[src/rtl/cdb_arbiter_pkg.sv]
// Shared types for the CDB arbiter: result packet, source indices and the
// round-robin helper.
`ifndef CDB_NUM_SRC
`define CDB_NUM_SRC 4
`endif

package cdb_arbiter_pkg;

  localparam int CDB_NUM_SRC = `CDB_NUM_SRC;

  typedef enum logic [1:0] {
    CDB_SRC_ALU  = 2'd0,
    CDB_SRC_ST   = 2'd1,
    CDB_SRC_MULT = 2'd2,
    CDB_SRC_LD   = 2'd3
  } cdb_src_e;

  typedef struct packed {
    logic        valid;
    logic [31:0] value;
    logic [4:0]  rob_tag;
  } EX_WR_PACKET;

  function automatic int rr_next(input int idx, input int n);
    return (idx + 1) % n;
  endfunction

endpackage

[src/rtl/cdb_arbiter_if.sv]
// Bus bundle between the functional units / RS and the CDB arbiter.
// With CDB_ARB_PERF_EN defined it also carries the per-source conflict counters.
interface cdb_arbiter_if import cdb_arbiter_pkg::*; #(
  parameter int NUM_SRC = CDB_NUM_SRC
) ();

  logic                                squash;
  EX_WR_PACKET [NUM_SRC-1:0]           src_packet;
  logic        [NUM_SRC-1:0]           src_stall;
  EX_WR_PACKET                         cdb_packet;
  logic        [$clog2(NUM_SRC)-1:0]   cdb_src;
`ifdef CDB_ARB_PERF_EN
  logic        [NUM_SRC-1:0][31:0]     conflict_cnt;

  modport master (output squash, src_packet,
                  input  src_stall, cdb_packet, cdb_src, conflict_cnt);
  modport slave  (input  squash, src_packet,
                  output src_stall, cdb_packet, cdb_src, conflict_cnt);
`else
  modport master (output squash, src_packet,
                  input  src_stall, cdb_packet, cdb_src);
  modport slave  (input  squash, src_packet,
                  output src_stall, cdb_packet, cdb_src);
`endif

endinterface

[src/rtl/cdb_src_fifo.sv]
// Per-source result FIFO. A write into a full FIFO is accepted when the head
// is popped in the same cycle; flush empties it without touching storage.
module cdb_src_fifo import cdb_arbiter_pkg::*; #(
  parameter int FIFO_DEPTH = 2
) (
  input  logic        clock,
  input  logic        reset,
  input  logic        flush,
  input  logic        wr_en,
  input  EX_WR_PACKET wr_data,
  input  logic        rd_en,
  output EX_WR_PACKET rd_data,
  output logic        empty,
  output logic        full
);

  localparam int PTR_W = $clog2(FIFO_DEPTH);
  localparam int CNT_W = PTR_W + 1;

  EX_WR_PACKET      mem [FIFO_DEPTH];
  logic [PTR_W-1:0] rd_ptr;
  logic [PTR_W-1:0] wr_ptr;
  logic [CNT_W-1:0] count;
  logic             do_rd;
  logic             do_wr;

  assign full    = (count == CNT_W'(FIFO_DEPTH));
  assign empty   = (count == '0);
  assign do_rd   = rd_en && !empty;
  assign do_wr   = wr_en && (!full || do_rd);
  assign rd_data = mem[rd_ptr];

  always_ff @(posedge clock) begin
    if (reset || flush) begin
      rd_ptr <= '0;
      wr_ptr <= '0;
      count  <= '0;
    end else begin
      if (do_wr) wr_ptr <= wr_ptr + PTR_W'(1);
      if (do_rd) rd_ptr <= rd_ptr + PTR_W'(1);
      count <= count + CNT_W'(do_wr) - CNT_W'(do_rd);
    end
  end

  always_ff @(posedge clock) begin
    if (do_wr) mem[wr_ptr] <= wr_data;
  end

endmodule

[src/rtl/cdb_arbiter.sv]
// Round-robin arbiter sharing the CDB among the functional-unit result FIFOs.
// Optional per-source conflict counters are built when CDB_ARB_PERF_EN is defined.
module cdb_arbiter import cdb_arbiter_pkg::*; #(
  parameter int NUM_SRC    = CDB_NUM_SRC,
  parameter int FIFO_DEPTH = 2
) (
  input  logic        clock,
  input  logic        reset,
  cdb_arbiter_if.slave bus
);

  localparam int IDX_W = $clog2(NUM_SRC);

  EX_WR_PACKET [NUM_SRC-1:0] head;
  logic        [NUM_SRC-1:0] empty;
  logic        [NUM_SRC-1:0] full;
  logic        [NUM_SRC-1:0] pop;
  logic        [IDX_W-1:0]   rr_ptr;
  logic        [IDX_W-1:0]   win;
  logic                      has_win;
  EX_WR_PACKET               cdb_packet_p1;
  logic        [IDX_W-1:0]   cdb_src_p1;

  for (genvar g = 0; g < NUM_SRC; g++) begin : g_src
    cdb_src_fifo #(.FIFO_DEPTH(FIFO_DEPTH)) u_fifo (
      .clock   (clock),
      .reset   (reset),
      .flush   (bus.squash),
      .wr_en   (bus.src_packet[g].valid),
      .wr_data (bus.src_packet[g]),
      .rd_en   (pop[g]),
      .rd_data (head[g]),
      .empty   (empty[g]),
      .full    (full[g])
    );

    assign pop[g] = has_win && (win == IDX_W'(g));

    a_no_drop : assert property (@(posedge clock) disable iff (reset || bus.squash)
      !(bus.src_packet[g].valid && full[g] && !pop[g]));
  end

  // Stall comes straight from FIFO occupancy registers.
  assign bus.src_stall = full;

  // Scan from the farthest offset down so the nearest candidate to rr_ptr wins.
  always_comb begin
    has_win = 1'b0;
    win     = rr_ptr;
    for (int k = NUM_SRC - 1; k >= 0; k--) begin
      if (!empty[(int'(rr_ptr) + k) % NUM_SRC]) begin
        has_win = 1'b1;
        win     = IDX_W'((int'(rr_ptr) + k) % NUM_SRC);
      end
    end
  end

  // ---- stage p1: registered CDB broadcast ----
  always_ff @(posedge clock) begin
    if (reset) begin
      cdb_packet_p1 <= '0;
      cdb_src_p1    <= '0;
      rr_ptr        <= '0;
    end else if (bus.squash || !has_win) begin
      cdb_packet_p1 <= '0;
    end else begin
      cdb_packet_p1       <= head[win];
      cdb_packet_p1.valid <= 1'b1;
      cdb_src_p1          <= win;
      rr_ptr              <= IDX_W'(rr_next(int'(win), NUM_SRC));
    end
  end

  assign bus.cdb_packet = cdb_packet_p1;
  assign bus.cdb_src    = cdb_src_p1;

`ifdef CDB_ARB_PERF_EN
  logic [NUM_SRC-1:0][31:0] conflict_cnt;

  always_ff @(posedge clock) begin
    for (int i = 0; i < NUM_SRC; i++) begin
      if (reset) begin
        conflict_cnt[i] <= '0;
      end else if (!empty[i] && !(has_win && win == IDX_W'(i))
                   && conflict_cnt[i] != 32'hFFFF_FFFF) begin
        conflict_cnt[i] <= conflict_cnt[i] + 32'd1;
      end
    end
  end

  assign bus.conflict_cnt = conflict_cnt;
`endif

endmodule
[src/flat_wrapper.sv]
// flat-port wrapper written by rule: the top's interface ports become plain ports
module cdb_arbiter_flat import cdb_arbiter_pkg::*;
#(
  parameter int NUM_SRC    = CDB_NUM_SRC,
  parameter int FIFO_DEPTH = 2
)
  (clock, reset, bus_squash, bus_src_packet, bus_src_stall, bus_cdb_packet, bus_cdb_src);
  cdb_arbiter_if #(.NUM_SRC(NUM_SRC)) bus_i ();
  input  logic clock;
  input  logic reset;
  input wire logic [$bits(bus_i.squash)-1:0] bus_squash;
  input wire logic [$bits(bus_i.src_packet)-1:0] bus_src_packet;
  output wire logic [$bits(bus_i.src_stall)-1:0] bus_src_stall;
  output wire logic [$bits(bus_i.cdb_packet)-1:0] bus_cdb_packet;
  output wire logic [$bits(bus_i.cdb_src)-1:0] bus_cdb_src;
  assign bus_i.squash = bus_squash;
  assign bus_i.src_packet = bus_src_packet;
  assign bus_src_stall = bus_i.src_stall;
  assign bus_cdb_packet = bus_i.cdb_packet;
  assign bus_cdb_src = bus_i.cdb_src;
  cdb_arbiter #(.NUM_SRC(NUM_SRC), .FIFO_DEPTH(FIFO_DEPTH)) u_core (.clock(clock), .reset(reset), .bus(bus_i));
endmodule
[config.mk]
export PLATFORM = sky130hd
export DESIGN_NAME = cdb_arbiter_flat
export DESIGN_NICKNAME = d
export VERILOG_FILES = /design/src/rtl/cdb_arbiter_pkg.sv /design/src/rtl/cdb_arbiter_if.sv /design/src/rtl/cdb_src_fifo.sv /design/src/rtl/cdb_arbiter.sv /design/src/flat_wrapper.sv
export SDC_FILE = /design/constraint.sdc
export NUM_CORES = 1
export LEC_CHECK = 0
export ABC_AREA = 1
export CAP_MARGIN = 20
export CORE_MARGIN = 5
export CORE_UTILIZATION = 54
export DETAILED_ROUTE_END_ITERATION = 10
export HOLD_SLACK_MARGIN = 0.15
export PLACE_DENSITY = 0.79
export SYNTH_ARGS = -nofsm -noshare
export SYNTH_HDL_FRONTEND = slang
export SYNTH_SLANG_ARGS = --single-unit
[constraint.sdc]
create_clock -name clock -period 5 [get_ports clock]
set_clock_uncertainty 0.15 [all_clocks]
set_input_delay 1 -clock clock [delete_from_list [all_inputs] [get_ports clock]]
set_output_delay 1 -clock clock [all_outputs]
set_load 0.05 [all_outputs]
Word-level counts from Yosys, hierarchy flattened --
Memory sizes are Yosys's and may differ from the RTL's. A register that Yosys moved wholly into a read port is not among the register bits. Index checks and enable logic that the tools add are counted.
Storage, ports and cells: flip-flop bits (word level) 58, bits in latches 0, bits in writable memories 304, memory bits (read-only) 0, input port bits 155, output and inout bits 44, word-level logic and storage cells 130, memories 4
Memories:
- u_core.g_src[0].u_fifo.mem | words 2, bits a word 38, read ports 1, clocked after Yosys merged registers in 1, wr ports 1, RTL line cdb_src_fifo.sv:20 | EX_WR_PACKET mem [FIFO_DEPTH];
- u_core.g_src[1].u_fifo.mem | words 2, bits a word 38, read ports 1, clocked after Yosys merged registers in 1, wr ports 1, RTL line cdb_src_fifo.sv:20
- u_core.g_src[2].u_fifo.mem | words 2, bits a word 38, read ports 1, clocked after Yosys merged registers in 1, wr ports 1, RTL line cdb_src_fifo.sv:20
- u_core.g_src[3].u_fifo.mem | words 2, bits a word 38, read ports 1, clocked after Yosys merged registers in 1, wr ports 1, RTL line cdb_src_fifo.sv:20
Operators by class: add/subtract/negate cells 20, multipliers 0, div/mod/pow operators 0, magnitude comparators 5, equal/unequal tests 7, shift-type cells 0, multiplexer cells 38, bitwise operators 3, reduce and logical (&&, ||, !) cells 36
Operator list (count):
- binary-select mux 38 bit (select 2 bit) | 1
- two-way mux 38 bit | 1
- two-way mux 37 bit | 1
- two-way mux 1 bit | 27
- equality test 2 bit (second input constant) | 6
- logical AND 1 bit | 12
- < comparator 3 x 4 -> 1 bit (second input constant) | 3
- zero test 2 bit | 5
- zero test 1 bit | 9
- adder 1 bit (second input constant) | 8
- adder 2 x 1 -> 2 bit | 4
- binary-select mux 1 bit (select 2 bit) | 4
- two-way mux 2 bit | 4
- OR reduction 2 bit | 4
- subtractor 2 x 1 -> 2 bit | 4
- logical OR 1 bit | 6
- < comparator 2 x 3 -> 1 bit (second input constant) | 2
- adder 2 x 1 -> 2 bit (second input constant) | 2
- adder 2 bit (second input constant) | 2
- bitwise AND 1 bit (first input constant) | 3
- equality test 2 x 1 -> 1 bit (second input constant) | 1

Depth between registers and ports, before layout --
Gate-level depths: netlist of the first run.
word-level depth 17, mapped depth 20, depth with buffers taken out 19

Cells and area by module --
From an unflattened synthesis of the first run, not the netlist that was laid out.
Second synthesis, totals: cell total of the unflattened synthesis 1206, area total of the unflattened synthesis 15623.7 um^2
Modules (own cells, without submodules):
- cdb_src_fifo | times used 4, cells an instance 159, area each 3079.2 um^2, sequential area each 2382.3 um^2
- cdb_arbiter | times used 1, cells an instance 570, area each 3306.9 um^2, sequential area each 840.8 um^2

Least setup slack after synthesis of the first run --
OpenSTA, ideal clock, no wires.
path type reg-to-reg, from register u_core.rr_ptr[0], to memory u_core.g_src[2].u_fifo.mem[0][0] (netlist bit) (enable), setup time 0.432 ns, arrival time 3.010 ns, required time 4.418 ns, path slack 1.409 ns, stages on the path, launching flop included 15, buffers on the path 1, period minus slack after synthesis 3.591 ns, cell sequence dfxtp_1 buf_6 inv_4 nand2_1 nand2_2 nand3_1 nand2_1 nand2_2 nand2_4 nand2_2 nand2_2 nand4_1 nand2_1 nand2_1 nor2_1
On the way: longest elaborated chain between the ends 15, elaborated cells on any way between the ends 29, classes of those cells add/sub: 3; eq/ne: 1; mux: 21; reduce/logical: 4
RTL lines:
- start, declared | RTL line cdb_arbiter.sv:18 | logic [IDX_W-1:0] rr_ptr;
- start signal, assigned | RTL line cdb_arbiter.sv:70 | rr_ptr <= IDX_W'(rr_next(int'(win), NUM_SRC));
- adder 2 bit | RTL line cdb_arbiter.sv:51, cdb_arbiter.sv:53
- binary-select mux 1 bit (select 2 bit) | RTL line cdb_arbiter.sv:51 | if (!empty[(int'(rr_ptr) + k) % NUM_SRC]) begin
- two-way mux 1 bit (not written as such) (2 in series) | RTL line cdb_arbiter.sv:51
- two-way mux 2 bit (4 in series) | RTL line cdb_arbiter.sv:51
- equality test 2 bit | RTL line cdb_arbiter.sv:37 | assign pop[g] = has_win && (win == IDX_W'(g));
- logical AND 1 bit * | RTL line cdb_arbiter.sv:37
- logical AND 1 bit * | RTL line cdb_src_fifo.sv:29 | assign do_rd = rd_en && !empty;
- logical OR 1 bit * | RTL line cdb_src_fifo.sv:30 | assign do_wr = wr_en && (!full || do_rd);
- logical AND 1 bit * | RTL line cdb_src_fifo.sv:30
- two-way mux 1 bit * | RTL line cdb_src_fifo.sv:46 | if (do_wr) mem[wr_ptr] <= wr_data;
- two-way mux 1 bit (not written as such) * | RTL line cdb_src_fifo.sv:46
- end, declared | RTL line cdb_src_fifo.sv:20
Mark *: on every way between the ends. The rest lies on a longest branch, timed or not. The select of a mux whose other input is x is not followed.

Worst setup path after layout of the first run --
from register u_core.rr_ptr[0], to register u_core.g_src[0].u_fifo.count[1]
On the way: longest elaborated chain between the ends 15, elaborated cells on any way between the ends 29, classes of those cells add/sub: 5; mux: 19; reduce/logical: 5
RTL lines:
- adder 2 bit | RTL line cdb_arbiter.sv:51, cdb_arbiter.sv:53
- binary-select mux 1 bit (select 2 bit) | RTL line cdb_arbiter.sv:51
- two-way mux 1 bit (not written as such) (2 in series) | RTL line cdb_arbiter.sv:51
- two-way mux 2 bit (4 in series) | RTL line cdb_arbiter.sv:51
- zero test 2 bit | RTL line cdb_arbiter.sv:37
- logical AND 1 bit * | RTL line cdb_arbiter.sv:37
- logical AND 1 bit * | RTL line cdb_src_fifo.sv:29
- logical OR 1 bit | RTL line cdb_src_fifo.sv:30
- logical AND 1 bit | RTL line cdb_src_fifo.sv:30
- adder 2 x 1 -> 2 bit | RTL line cdb_src_fifo.sv:41 | count <= count + CNT_W'(do_wr) - CNT_W'(do_rd);
- subtractor 2 x 1 -> 2 bit * | RTL line cdb_src_fifo.sv:41
- end signal, assigned | RTL line cdb_src_fifo.sv:41
- end, declared | RTL line cdb_src_fifo.sv:23 | logic [CNT_W-1:0] count;
Marks and branches as above. A chain may end at the register's enable or synchronous reset.

==> results of run 1 <==
-- final cells by class --
type	count	area (um2)
diodes	2	5.00
clock buffers	42	955
clock inverters	24	228
fillers	1674	7820
inverters	35	134
multi-input cells	557	3360
flip-flops and latches	358	10100
well taps	330	413
repair buffers	212	2140
-- through the flow --
| stage | setup WS, ps | utilization, % | hold WS (ps) |
|---|---|---|---|
| 6_report | 1710 | 69.0 | 322 |
| 3_3_place_gp | 1650 | 63.9 | 306 |
| 3_5_place_dp | 1480 | 64.0 | 310 |
| 5_1_grt | 1370 | 69.0 | 354 |
| 2_1_floorplan | 1410 | - | 294 |
| 4_1_cts | 1470 | 68.7 | 322 |
-- metal layers --
layer / vias to the layer above / global-route usage (%)
met2: 330 / 33.6
met5: - / 0
met1: 4037 / 30.2
met3: 51 / 3.07
li1: 3975 / -
met4: 0 / 6.98
-- state kept, by name, indices dropped and copies added (netlist names), named ones only --
signal and flops:
u_core.g_src.u_fifo.wr_ptr 4, u_core.g_src.u_fifo.rd_ptr 4, u_core.g_src.u_fifo.count 8, u_core.g_src.u_fifo.mem 296, u_core.bus.cdb_packet 38, u_core.rr_ptr 2, u_core.bus.cdb_src 2
-- path summary, 6_finish.rpt --
kind,end,from,slack (ps)
max reg2reg,u_core.g_src[0].u_fifo.count[1]$_SDFF_PP0_,u_core.rr_ptr[0]$_SDFFE_PP0P_,1710
min,register,u_core.g_src[2].u_fifo.rd_ptr$_SDFFE_PP0N_,320
max,u_core.g_src[0].u_fifo.count[1]$_SDFF_PP0_,u_core.rr_ptr[0]$_SDFFE_PP0P_,1710
min reg2reg,register,u_core.g_src[2].u_fifo.rd_ptr$_SDFFE_PP0N_,320
-- worst max-delay path: stages, from the launching register on --
cell     delay, ps
dfxtp_1        600
nand2_1        160
nand2_2        120
inv_2           50
nand3_2         60
nand2_1         80
nor2_1          90
nand2_1         60
nand2_1        350
nand4_1        290
nand2_1        180
nand2_1        110
ha_1           290
inv_1           40
ha_1           170
xor2_1         150
o21ai_0        150
a21oi_1         60
-- power groups by stage --
stage / sequential [mW] / clock, mW / combinational (mW)
2_1_floorplan: 3.98 / 0 / 2.67
4_1_cts: 3.77 / 2.71 / 4.09
5_1_grt: 3.79 / 2.85 / 4.50
3_3_place_gp: 3.81 / 0 / 3.97
6_report: 3.76 / 2.66 / 4.12
3_5_place_dp: 3.83 / 0 / 4.06
-- synthesized netlist by cell type (all sizes together) --
cell    number
xnor2        3
o21ai       10
nand2      133
clkbuf      14
nor2       138
edfxtp     296
and2         1
inv         35
xor2         1
a21oi       52
mux2         1
mux2i      147
o211ai       2
buf         29
nand4        7
nand3       57
ha           5
dfxtp       62
-- placed cells by master (no fill, tap or decap) --
master and n:
nor2_4 4, clkdlybuf4s50_1 198, mux2i_1 147, clkbuf_16 37, nand2_2 8, inv_1 30, clkinv_1 7, xor2_1 1
inv_6 2, inv_2 4, diode_2 2, edfxtp_1 296, nand4_1 7, buf_4 10, nor2_1 134, nand2_4 4
bufinv_16 4, clkinv_4 1, nand2_1 121, nand3_1 53, inv_4 1, clkbuf_1 4, a21oi_1 52, clkinv_2 8
buf_12 4, ha_1 5, o21ai_0 10, clkbuf_8 1, mux2_2 1, dfxtp_2 4, o211ai_1 2, and2_1 1
xnor2_1 3, dfxtp_1 58, nand3_2 4, clkinvlp_4 2
-- cell families after synthesis --
logic type	Yosys count	synth area share (%)
flip-flops	358	73.3
AND/OR/NAND/NOR	336	10.3
multiplexers	148	10.7
buffers and inverters	78	2.64
AO/OA/AOI/OAI	64	2.35
adder cells (fa/ha/maj)	5	0.453
XOR/XNOR	4	0.253
==> impl_metrics.env, run 1 <==
export IMPL_hpwl_um=21200
export IMPL_cts_tree="built"
export IMPL_die_area_mm2=0.0289
export IMPL_place_congestion=0.849
export IMPL_rows=58
export IMPL_p_per_area_mw_per_mm2=608
export IMPL_fin_crit_sh_pct=65.7
export IMPL_seqPwrFrac_pct=35.7
export IMPL_first_iter_violations=746
export IMPL_clk_pin_slew_worst_paths_ps=60
export IMPL_drc_errors=0
export IMPL_die_h_um=170
export IMPL_p_switching_mw=4.11
export IMPL_hold_buffers=0
export IMPL_synth_top_area_share_pct=64.3
export IMPL_critPathCaptureType="register"
export IMPL_postCtsResizedCells=0
export IMPL_hold_path_class="reg2reg"
export IMPL_drv_slew=0
export IMPL_wl_met2_um=14900
export IMPL_design_area_mm2=0.0174
export IMPL_place_area_mm2=0.0161
export IMPL_area_growth_pct=25.6
export IMPL_hold_viol=0
export IMPL_clk_latency_ps=510
export IMPL_drt_total_wl_um=31200
export IMPL_root_buffer="clkbuf_16"
export IMPL_worst_pin_slew_ps=798
export IMPL_stdcell_count=1560
export IMPL_ys_warn_count=0
export IMPL_wl_per_cell_um=20.0
export IMPL_setup_viol=0
export IMPL_drtPass1Iterations=5
export IMPL_grt_max_degree=45
export IMPL_maxCapViolCount=0
export IMPL_drive_gt1_share_pct=8.06
export IMPL_worstSetupStartpointType="register"
export IMPL_min_path_cells=2
export IMPL_rsz0062_at_grt="false"
export IMPL_intPower_mw=6.44
export IMPL_grt_pass1_wl_um=47000
export IMPL_cts_buffer_depth=3
export IMPL_worstSetupPathType="reg2reg"
export IMPL_ys_seq_elements=358
export IMPL_synthTopCellsByArea="edfxtp_1, mux2i_1, dfxtp_1, nor2_1, nand2_1"
export IMPL_crit_arrival_ps=3520
export IMPL_numCtsBuffers=36
export IMPL_placement_io_buffers=198
export IMPL_comb_power_share_pct=39.1
export IMPL_setup_tns_ps=0
export IMPL_period_minus_slack_ps=3290
export IMPL_max_slew_margin_pct=46.6
export IMPL_ant_nets=0
export IMPL_highest_layer="met4"
export IMPL_synth_cells=993
export IMPL_start_util_pct=54.9
export IMPL_synth_cell_area_mm2=0.0138
export IMPL_ios=199
export IMPL_place_inst=1489
export IMPL_coreArea_mm2=0.0252
export IMPL_m1WireLength_um=13500
export IMPL_layout_nets=1360
export IMPL_htreeDepth=2
export IMPL_rr_worst_depth=17
export IMPL_grt_pass1_vias=8452
export IMPL_yosys_area_top_type="edfxtp_1"
export IMPL_syn_nets=1153
export IMPL_swShare_pct=38.9
export IMPL_power_total_mw=10.5
export IMPL_clock_fmax_mhz=304
export IMPL_cts_sinks=358
export IMPL_max_vdd_ir_drop_uv=409
export IMPL_synth_seq_area_share_pct=73.3
export IMPL_avgSynthCellArea_um2=13.9
export IMPL_post_cts_buffers=0
export IMPL_dieWidth_um=170
export IMPL_ys_types=26
export IMPL_critPathRequiredTime_ps=5230
export IMPL_status="finished clean"
export IMPL_vias_per_cell=5.38
export IMPL_grt_antenna_before_repair=2
export IMPL_grt_usage_pct=21.0
export IMPL_grt_ovfl_total=0
export IMPL_clockPowerShare_pct=25.3
export IMPL_num_vias=8393
export IMPL_crit_fanout=13
export IMPL_leakage_nw=6.08
export IMPL_routed_wl_met3_um=2060
Note: power is estimated with default switching activity, not from simulation.
==> run 2: changes to the inputs <==
- CORE_UTILIZATION: 54 -> 49
- PLACE_DENSITY: 0.79 -> 0.76
- clock period: 5 -> 2.7 ns (I/O delays scaled with it)
==> run 2 against run 1 <==
Setup slack lost 1600 ps. Combinational power grew 110%. Clock-buffer cell count grew 6. Final area grew 3.6%. Largest cell class unchanged. Via count grew 0.64%. Sequential share of layout area shrank 1.9 points. Clock power grew 78%. Critical path type is now reg2out. Critical path depth shrank 14. Hold slack lost 18 ps. Register-to-register slack lost 1600 ps. Final cell count grew 5.1%. Largest power group unchanged.
==> impl_metrics.env, run 2 (synthesis gave the netlist of run 1 again) <==
export IMPL_fin_crit_sh_pct=97.4
export IMPL_utilization_pct=64.6
export IMPL_most_common_layout_cells="edfxtp_1, clkdlybuf4s50_1, mux2i_1"
export IMPL_fin_ws_ps=69.8
export IMPL_ios=199
export IMPL_die_area_mm2=0.0317
export IMPL_clockPowerShare_pct=23.3
export IMPL_drtPass1Iterations=5
export IMPL_htreeDepth=2
export IMPL_grt_pass1_wl_um=47300
export IMPL_worstSetupStartpointType="register"
export IMPL_place_congestion=0.895
export IMPL_fill_cells=1991
export IMPL_crit_start="u_core.g_src[2].u_fifo.count[1]$_SDFF_PP0_"
export IMPL_swShare_pct=38.7
export IMPL_drive_gt1_share_pct=12.9
export IMPL_min_path_cells=1
export IMPL_clk_latency_ps=500
export IMPL_placement_io_buffers=198
export IMPL_stdcell_count=1639
export IMPL_hpwl_um=23100
export IMPL_max_vdd_ir_drop_uv=787
export IMPL_crit_fanout=3
export IMPL_die_h_um=178
export IMPL_power_total_mw=20.4
export IMPL_period_minus_slack_ps=2630
export IMPL_critPathCaptureType="output pin"
export IMPL_status="finished clean"
export IMPL_top_register="u_core.g_src.u_fifo.mem"
export IMPL_first_iter_violations=676
export IMPL_p_switching_mw=7.88
export IMPL_seqPwrFrac_pct=34.6
export IMPL_grt_antenna_before_repair=1
export IMPL_setup_viol=0
export IMPL_start_util_pct=49.6
export IMPL_cts_tree="built"
export IMPL_maxCapViolCount=0
export IMPL_place_inst=1563
export IMPL_worst_pin_slew_ps=591
export IMPL_rsz0062_at_grt="true"
export IMPL_numCtsBuffers=37
export IMPL_clk_pin_slew_worst_paths_ps=60
export IMPL_cts_buffer_depth=3
export IMPL_rr_endpoint="u_core.g_src[0].u_fifo.count[1]$_SDFF_PP0_"
export IMPL_hold_buffers=0
export IMPL_dieWidth_um=178
export IMPL_hold_path_class="reg2reg"
export IMPL_root_buffer="clkbuf_16"
export IMPL_grt_max_degree=38
export IMPL_worstSetupPathType="reg2out"
export IMPL_crit_arrival_ps=1940
export IMPL_dp_slack_ps=-30.2
export IMPL_grt_ovfl_total=0
export IMPL_wl_per_cell_um=19.5
export IMPL_rr_worst_depth=19
export IMPL_setup_tns_ps=0
export IMPL_timing_rr_start="u_core.rr_ptr[0]$_SDFFE_PP0P_"
export IMPL_rrSetupSlack_ps=100
export IMPL_drc_errors=0
export IMPL_drv_slew=0
export IMPL_hold_viol=0
export IMPL_largest_reg_flops=296
export IMPL_cts_sinks=358
export IMPL_max_slew_margin_pct=60.6
export IMPL_comb_power_share_pct=42.2
export IMPL_clock_fmax_mhz=380
export IMPL_layout_nets=1391
export IMPL_final_common_cell="edfxtp_1"
export IMPL_grt_pass1_vias=8257
export IMPL_num_vias=8447
export IMPL_vias_per_cell=5.15
export IMPL_rows=61
export IMPL_leakage_nw=6.31
export IMPL_drt_total_wl_um=32000
export IMPL_p_per_area_mw_per_mm2=1130
export IMPL_grt_usage_pct=19.7
export IMPL_coreArea_mm2=0.0279
export IMPL_intPower_mw=12.5
export IMPL_cp_endpoint="bus_src_stall[2]"
export IMPL_critPathRequiredTime_ps=2010
export IMPL_ant_nets=0
export IMPL_area_growth_pct=30.1
[run 2: cell types whose count changed in the layout (fill, tap and decap cells not counted), moves of 5 or more]
cell     before  now
buf_12        4   20
buf_4        10   24
dfxtp_1      58   48
dfxtp_2       4   10
inv_1        30   25
nand2_1     121  111
nand2_2       8   14
[run 2: metrics by stage]
stage / hold slack (ps) / area (um2)
3_3_place_gp: 295 / 16600
3_5_place_dp: 311 / 16600
4_1_cts: 321 / 17800
2_1_floorplan: 294 / 13900
6_report: 305 / 18000
5_1_grt: 331 / 18000
[run 2: routing by layer]
layer	vias to the layer above	track usage, %	routed length (um)
met5	-	0	0
met2	268	31.5	15400
met3	51	2.94	1990
li1	4030	-	-
met4	0	5.70	738
met1	4098	28.2	13900
[run 2: how the worst min path moves through the flow]
stage / end / start
after detailed placement: register / u_core.g_src[1].u_fifo.rd_ptr$_SDFFE_PP0N_
after floorplan: u_core.g_src[0].u_fifo.count[1]$_SDFF_PP0_ / u_core.g_src[0].u_fifo.count[1]$_SDFF_PP0_
after CTS: register / u_core.g_src[1].u_fifo.rd_ptr$_SDFFE_PP0N_
after global routing: u_core.g_src[0].u_fifo.count[1]$_SDFF_PP0_ / u_core.g_src[0].u_fifo.count[1]$_SDFF_PP0_
after global placement: register / u_core.g_src[0].u_fifo.rd_ptr$_SDFFE_PP0P_
final: u_core.g_src[0].u_fifo.count[1]$_SDFF_PP0_ / u_core.g_src[0].u_fifo.count[1]$_SDFF_PP0_
[run 2: cell type report]
type,instances,area (um2),area share (%)
flip-flops and latches,358,10200,56.5
multi-input cells,557,3480,19.4
repair buffers,242,2570,14.3
clock buffers,48,1020,5.67
well taps,378,473,2.63
inverters,35,156,0.869
clock inverters,20,130,0.723
diodes,1,2.50,0.0139
[run 2: critical path, stage by stage (launching register included)]
cell,delay (ps)
dfxtp_2,370
inv_1,50
nor2_1,170
clkdlybuf4s50_1,850
[run 2: power by group through the flow]
stage          Clock [mW]  Sequential [mW]  Combinational (mW)
2_1_floorplan           0             7.35                4.96
3_3_place_gp            0             7.09                8.14
3_5_place_dp            0             7.12                8.23
4_1_cts              4.85             7.01                8.29
5_1_grt              5.08             7.10                9.39
6_report             4.74             7.05                8.59
[run 2: what timing repair did]
| item | in CTS | in global routing |
|---|---|---|
| pin swaps | 0 | 19 |
| endpoints found under the hold margin | 0 | 0 |
| setup buffers | 0 | 7 |
| setup endpoints to repair | 38 | 267 |
| gates resized for setup | 2 | 50 |
| cloned | 0 | 0 |
==> run 3: changes to the inputs <==
- SLEW_MARGIN: not set -> 10
==> results of run 3 <==
The final DEF is identical to that of run 2; final timing and power are the same.
